File: src/rtl/clint_timer.sv
// clint_timer: core-local interruptor with a 64-bit machine timer and a software interrupt bit.
// Responds to the CPU data bus with one-cycle latency and drives xint_mtip / xint_msip.
// Optional build macro CLINT_PRESCALER_EN: when defined, mtime advances once every TICK_DIV cycles;
// when undefined, mtime advances every cycle.
module clint_timer #(
    parameter logic [31:0] BASE_ADDR = 32'h0200_0000,
    parameter int unsigned TICK_DIV  = 1
) (
    input  logic        clk,
    input  logic        rst,
    input  logic [31:0] mem_address,
    input  logic [31:0] mem_wdata,
    input  logic [3:0]  mem_wsel,
    input  logic        mem_valid,
    output logic [31:0] mem_rdata,
    output logic        mem_ready,
    output logic        mem_error,
    output logic        xint_mtip,
    output logic        xint_msip
);

    localparam logic [15:0] OFF_MSIP    = 16'h0000;
    localparam logic [15:0] OFF_CMP_LO  = 16'h4000;
    localparam logic [15:0] OFF_CMP_HI  = 16'h4004;
    localparam logic [15:0] OFF_TIME_LO = 16'hBFF8;
    localparam logic [15:0] OFF_TIME_HI = 16'hBFFC;

    typedef enum logic {IDLE, ACK} state_t;

    // Reject an unusable prescale ratio at elaboration
    if (TICK_DIV == 0 || TICK_DIV > 65535) begin : g_bad_tick_div
        $error("clint_timer: TICK_DIV must be within 1..65535");
    end

    state_t      state_q;
    logic [63:0] mtime_q, mtime_d;
    logic [63:0] mtimecmp_q, mtimecmp_d;
    logic        msip_q, msip_d;
    logic [31:0] rdata_q;
    logic        ready_q, error_q, mtip_q, xmsip_q;

    logic        tick;
    logic        req;
    logic        is_wr;
    logic        bad;
    logic [15:0] offset;
    logic [31:0] rdata_d;

    // Replace the byte lanes selected by sel_v
    function automatic logic [31:0] merge_lanes(input logic [31:0] old_v,
                                                input logic [31:0] new_v,
                                                input logic [3:0]  sel_v);
        logic [31:0] r;
        r = old_v;
        for (int i = 0; i < 4; i++) begin
            if (sel_v[i]) r[8*i +: 8] = new_v[8*i +: 8];
        end
        return r;
    endfunction

`ifdef CLINT_PRESCALER_EN
    localparam logic [15:0] DIV_LAST = 16'(TICK_DIV - 1);
    logic [15:0] div_q;

    assign tick = (div_q == DIV_LAST);

    // Free-running prescaler; mtime writes do not disturb it
    always_ff @(posedge clk) begin
        if (rst)       div_q <= '0;
        else if (tick) div_q <= '0;
        else           div_q <= div_q + 16'd1;
    end
`else
    assign tick = 1'b1;
`endif

    // Address decode and read mux for the request presented this cycle
    always_comb begin
        offset  = mem_address[15:0];
        req     = mem_valid && (state_q == IDLE) && (mem_address[31:16] == BASE_ADDR[31:16]);
        is_wr   = (mem_wsel != 4'b0000);
        bad     = (mem_address[1:0] != 2'b00);
        rdata_d = '0;
        case (offset)
            OFF_MSIP:    rdata_d = {31'd0, msip_q};
            OFF_CMP_LO:  rdata_d = mtimecmp_q[31:0];
            OFF_CMP_HI:  rdata_d = mtimecmp_q[63:32];
            OFF_TIME_LO: rdata_d = mtime_q[31:0];
            OFF_TIME_HI: rdata_d = mtime_q[63:32];
            default:     bad = 1'b1;
        endcase
        if (bad || is_wr) rdata_d = '0;
    end

    // Register next-state: a bus write to mtime overrides the tick, the other half holds
    always_comb begin
        mtime_d    = tick ? mtime_q + 64'd1 : mtime_q;
        mtimecmp_d = mtimecmp_q;
        msip_d     = msip_q;
        if (req && is_wr && !bad) begin
            case (offset)
                OFF_MSIP:    if (mem_wsel[0]) msip_d = mem_wdata[0];
                OFF_CMP_LO:  mtimecmp_d[31:0]  = merge_lanes(mtimecmp_q[31:0], mem_wdata, mem_wsel);
                OFF_CMP_HI:  mtimecmp_d[63:32] = merge_lanes(mtimecmp_q[63:32], mem_wdata, mem_wsel);
                OFF_TIME_LO: mtime_d = {mtime_q[63:32], merge_lanes(mtime_q[31:0], mem_wdata, mem_wsel)};
                OFF_TIME_HI: mtime_d = {merge_lanes(mtime_q[63:32], mem_wdata, mem_wsel), mtime_q[31:0]};
                default:     ;
            endcase
        end
    end

    // Bus FSM, timer registers and interrupt outputs
    always_ff @(posedge clk) begin
        if (rst) begin
            state_q    <= IDLE;
            mtime_q    <= '0;
            mtimecmp_q <= '1;
            msip_q     <= 1'b0;
            rdata_q    <= '0;
            ready_q    <= 1'b0;
            error_q    <= 1'b0;
            mtip_q     <= 1'b0;
            xmsip_q    <= 1'b0;
        end else begin
            mtime_q    <= mtime_d;
            mtimecmp_q <= mtimecmp_d;
            msip_q     <= msip_d;
            mtip_q     <= (mtime_d >= mtimecmp_d);
            xmsip_q    <= msip_q;
            if (state_q == ACK) begin
                state_q <= IDLE;
                ready_q <= 1'b0;
                error_q <= 1'b0;
                rdata_q <= '0;
            end else if (req) begin
                state_q <= ACK;
                ready_q <= 1'b1;
                error_q <= bad;
                rdata_q <= rdata_d;
            end
        end
    end

    assign mem_rdata = rdata_q;
    assign mem_ready = ready_q;
    assign mem_error = error_q;
    assign xint_mtip = mtip_q;
    assign xint_msip = xmsip_q;

endmodule

File: config.mk
export PLATFORM = sky130hd
export DESIGN_NAME = clint_timer
export DESIGN_NICKNAME = d
export VERILOG_FILES = /design/src/rtl/clint_timer.sv
export SDC_FILE = /design/constraint.sdc
export NUM_CORES = 1
export LEC_CHECK = 0
export CAP_MARGIN = 10
export CORE_MARGIN = 3
export CORE_UTILIZATION = 59
export CTS_CLUSTER_SIZE = 14
export DETAILED_ROUTE_END_ITERATION = 10
export PLACE_DENSITY_LB_ADDON = 0.25
export SLEW_MARGIN = 40
export SYNTH_ARGS = -nofsm -noshare
export SYNTH_HDL_FRONTEND = slang
export SYNTH_SLANG_ARGS = --single-unit
File: constraint.sdc
create_clock -name clk -period 6.7 [get_ports clk]
set_input_delay 1.34 -clock clk [delete_from_list [all_inputs] [get_ports clk]]
set_output_delay 1.34 -clock clk [all_outputs]
set_load 0.01 [all_outputs]
==> results of run 1 <==
-- metrics by stage --
step	cell area, µm²	instances	power [mW]	worst slack [ns]
after floorplan	10200	1234	1.06	1.98
after global placement	11400	1515	1.13	0.751
after detailed placement	11500	1516	1.13	0.602
after CTS	12000	1547	2.03	1.03
after global routing	12000	1547	2.08	0.614
final	12000	1547	2.03	0.835
-- layout make-up --
cell class / instances / share of cell area, %
clock buffer: 18 / 3.58
clock inverter: 13 / 0.824
inverter: 10 / 0.313
multi-input combinational: 995 / 55.1
sequential: 166 / 27.7
tap: 220 / 2.29
timing repair buffer: 125 / 10.2
-- state kept, by name (all words and copies together), names as in the netlist --
signal / cells
mem_ready: 1
xint_msip: 1
xint_mtip: 1
mtime_q: 64
mtimecmp_q: 64
msip_q: 1
mem_error: 1
mem_rdata: 32
state_q: 1
-- Yosys cell counts (all sizes together), types with 10 or more instances --
master  instances  area, µm²
nand2         182        683
dfxtp         166       3320
mux2i         131       1310
nor2           87        339
ha             65        813
o21ai          61        305
a21oi          60        300
nor3           55        275
nand3          49        245
clkbuf         44        165
o22a           35        307
nand4          34        213
and2           33        206
nor4           25        175
a211oi         20        150
buf            19        103
a21o           14        105
and3           14       87.6
a31oi          12       75.1
inv            10       37.5
-- power groups by stage --
| stage | registers, mW | logic, mW | clock network, mW |
|---|---|---|---|
| after global routing | 0.990 | 0.131 | 0.962 |
| after CTS | 0.990 | 0.123 | 0.918 |
| after floorplan | 1.01 | 0.0493 | 0 |
| final | 0.990 | 0.125 | 0.913 |
| after detailed placement | 1.01 | 0.122 | 0 |
| after global placement | 1.01 | 0.119 | 0 |
-- routing by layer --
layer	wire length (µm)	share of wire [%]	up-vias	global-route usage (%)
met3	2540	7.8	115	7.05
met5	0	0	-	0
met4	1130	3.5	0	11.6
met1	13400	41	4830	45.2
li1	-	-	4773	-
met2	15300	47	555	57.0
-- worst max path at each step --
stage,from,end,slack (ns),cells after the start
floorplan,mem_address[14],xint_mtip$_SDFF_PP0_,1.98,16
global placement,mem_address[14],xint_mtip$_SDFF_PP0_,0.75,16
detailed placement,mem_address[14],xint_mtip$_SDFF_PP0_,0.60,16
CTS,mem_address[14],xint_mtip$_SDFF_PP0_,1.03,16
global route,mem_address[14],xint_mtip$_SDFF_PP0_,0.61,16
finish,mem_address[14],xint_mtip$_SDFF_PP0_,0.84,16
-- tightest hold or removal path, cell delays in order (launching register included) --
cell	delay, ns
sky130_fd_sc_hd__dfxtp_1	0.33
sky130_fd_sc_hd__nand2_1	0.04
sky130_fd_sc_hd__o21ai_0	0.05
-- cell families (layout without fill, tap and decap cells) --
family / Yosys count / in the layout / share of synthesized area (%)
fa+ha+maj: 65 / 65 / 7.97
compound gates: 271 / 271 / 18.1
simple gates: 526 / 526 / 25.3
flops: 166 / 166 / 32.6
buf+inv: 73 / 166 / 2.99
mux: 133 / 133 / 13.1
==> impl_metrics.py, run 1 <==
metrics = {
    "logic_synthesis": {
        "yosys_warnings": 0,
        "synthesis.area_per_instance_um2": 8.27,
        "synth_enable_flop_cells": 0,
        "synth_top_flop_cell": "sky130_fd_sc_hd__dfxtp_1",
        "share_of_flip_flops_with_an_asynchronous_set_or_reset_pct": 0,
        "post_synth_num_cell_types": 63,
        "synth_area_mm2": 0.0102,
        "postSynthCellCount": 1234,
        "synth-seq-area-share_pct": 32.6,
        "postSynthRegisterBits": 166,
        "synthesis.nets": 1370,
    },
    "setup_path": {
        "critical-path-max-stage-delay_ns": 0.65,
        "critical_path.endpoint_type": "flop",
        "worstPathBufferInverterCount": 2,
        "worst-endpoint-required_ns": 7.01,
        "regToRegSetupSlack_ns": 1.86,
        "timing.rr.end": "xint_mtip$_SDFF_PP0_",
        "timing.setup.critical_path_class": "primary input to flop",
        "setup.worst_path.start_class": "primary input",
        "cell_family_with_the_largest_share_of_critical_path_delay": "simple AND/OR/NAND/NOR gates",
        "worstRegToRegCells": 13,
        "arrival_ns": 6.17,
        "highest_fanout_seen_on_the_critical_path": 52,
        "regToRegStartpoint": "mtime_q[2]$_SDFF_PP0_",
        "worstPathCellList": "clkdlybuf4s50_1 > nand4b_1 > or4_1 > or4_2 > buf_4 > nor2_2 > a211oi_1 > a21oi_1 > ha_1 > a21oi_1 > o21ai_0 > a211oi_1 > o311a_1 > nor3_1 > nor3_1 > o21ai_0",
        "worst_path_max_delay_cell": "sky130_fd_sc_hd__or4_2",
    },
    "power": {
        "clock_power_share_pct": 45.0,
        "net_switching_power_mw": 0.507,
        "netSwitchingFraction_pct": 25.0,
        "combinationalPowerShare_pct": 6.2,
        "cellPowerDensity_mw_per_mm2": 169,
        "sequentialPowerShare_pct": 48.8,
        "cellLeakagePower_nw": 4.96,
        "cell_internal_pwr_mw": 1.52,
        "irDropWorstVdd_mv": 0.178,
    },
    "global_routing": {
        "antenna_violations_before_repair": 0,
        "total_global_routing_track_utilization_pct": 34.6,
        "number_of_global_route_vias_before_repair": 9798,
        "largest_net_degree_at_the_start_of_global_routing": 60,
        "grt_first_pass_wirelength_mm": 51.6,
        "grt-ovfl-total": 0,
    },
    "hold_path": {
        "whs_path_depth": 2,
        "worst_hold_path_type": "flop to flop",
        "min_to": "mem_rdata[14]$_SDFFE_PP0N_",
        "min_from": "mem_rdata[14]$_SDFFE_PP0N_",
    },
    "route": {
        "final_antenna_net_count": 0,
        "drc": 0,
        "via_count": 10273,
        "dr.pass1.iters": 8,
        "vias_per_cell": 6.64,
        "routedWlPerCell_um": 20.9,
        "wl_mm": 32.4,
        "drt_iter0_drc": 1236,
    },
    "placement": {
        "replace_congestion": 0.967,
        "post-dp-hpwl_mm": 23.6,
        "placement.io_buffers": 106,
    },
    "timing": {
        "min_period_ns": 5.86,
        "final-setup-viol-count": 0,
        "final.setup.tns_ns": 0,
        "slew_violations": 0,
        "hold_viol_final": 0,
        "maxClockFrequency_mhz": 171,
        "worst_hold_slack_ns": 0.453,
        "max_slew_margin_pct": 44.4,
        "setup_repair_after_global_routing_missed_its_margin": "false",
        "timing.final.crit_share_pct": 87.5,
        "max_slew.worst_pin.slew_ns": 0.826,
        "finalClockSkew_ns": 0.00901,
    },
    "floorplan": {
        "boundaryPins": 107,
        "fp.dieArea_mm2": 0.0189,
        "die_h_um": 137,
        "initial_utilization_pct": 60.9,
        "floorplan.rows": 47,
        "die_x_um": 137,
        "fp.coreArea_mm2": 0.0168,
    },
    "clocking": {
        "clock_sinks": 166,
        "htreeDepth": 4,
        "cts-root-buf": "sky130_fd_sc_hd__clkbuf_16",
        "tritoncts_clock_tree": "done",
        "ctsResizeCount": 0,
        "cts.reportedPaths.clkPinSlew_ns": 0.07,
        "clock_tree.buffer_depth": 2,
        "cts_setup_buffers": 0,
        "hold_buffers": 0,
        "clk_latency_ns": 0.44,
        "cts_made_buffers": 17,
    },
    "finish": {
        "seq_area_mm2": 0.00332,
        "multi_input_area_mm2": 0.00662,
        "flow.area_growth_from_synthesis_pct": 17.7,
        "design.final.nets": 1451,
        "most_frequent_cells_in_the_layout": "182 x sky130_fd_sc_hd__nand2_1, 166 x sky130_fd_sc_hd__dfxtp_1, 131 x sky130_fd_sc_hd__mux2i_1, 104 x sky130_fd_sc_hd__clkdlybuf4s50_1, 82 x sky130_fd_sc_hd__nor2_1",
        "count_of_filler_cells_inserted_in_the_layout": 1369,
        "antenna_diode_count": 0,
        "mostFrequentLayoutCell": "sky130_fd_sc_hd__nand2_1",
        "finalCoreUtilization_pct": 71.6,
        "layout-drive-gt1-share_pct": 6.48,
    },
    "flow_run": {
        "cap_violations": 0,
    },
    "run_status": {
        "outcome": "finished clean",
    },
}
Power figures use the tool's default switching activity.
==> inputs of run 2 (changes only) <==
ABC_CLOCK_PERIOD_IN_PS = 6700   (was unset)
TNS_END_PERCENT = 100   (was unset)
==> results of run 2 <==
Final layout, timing and power as in run 1 (identical DEF).
==> inputs of run 3 (changes only) <==
TNS_END_PERCENT = 10   (was 100)
==> results of run 3 <==
Final layout, timing and power as in run 1 (identical DEF).
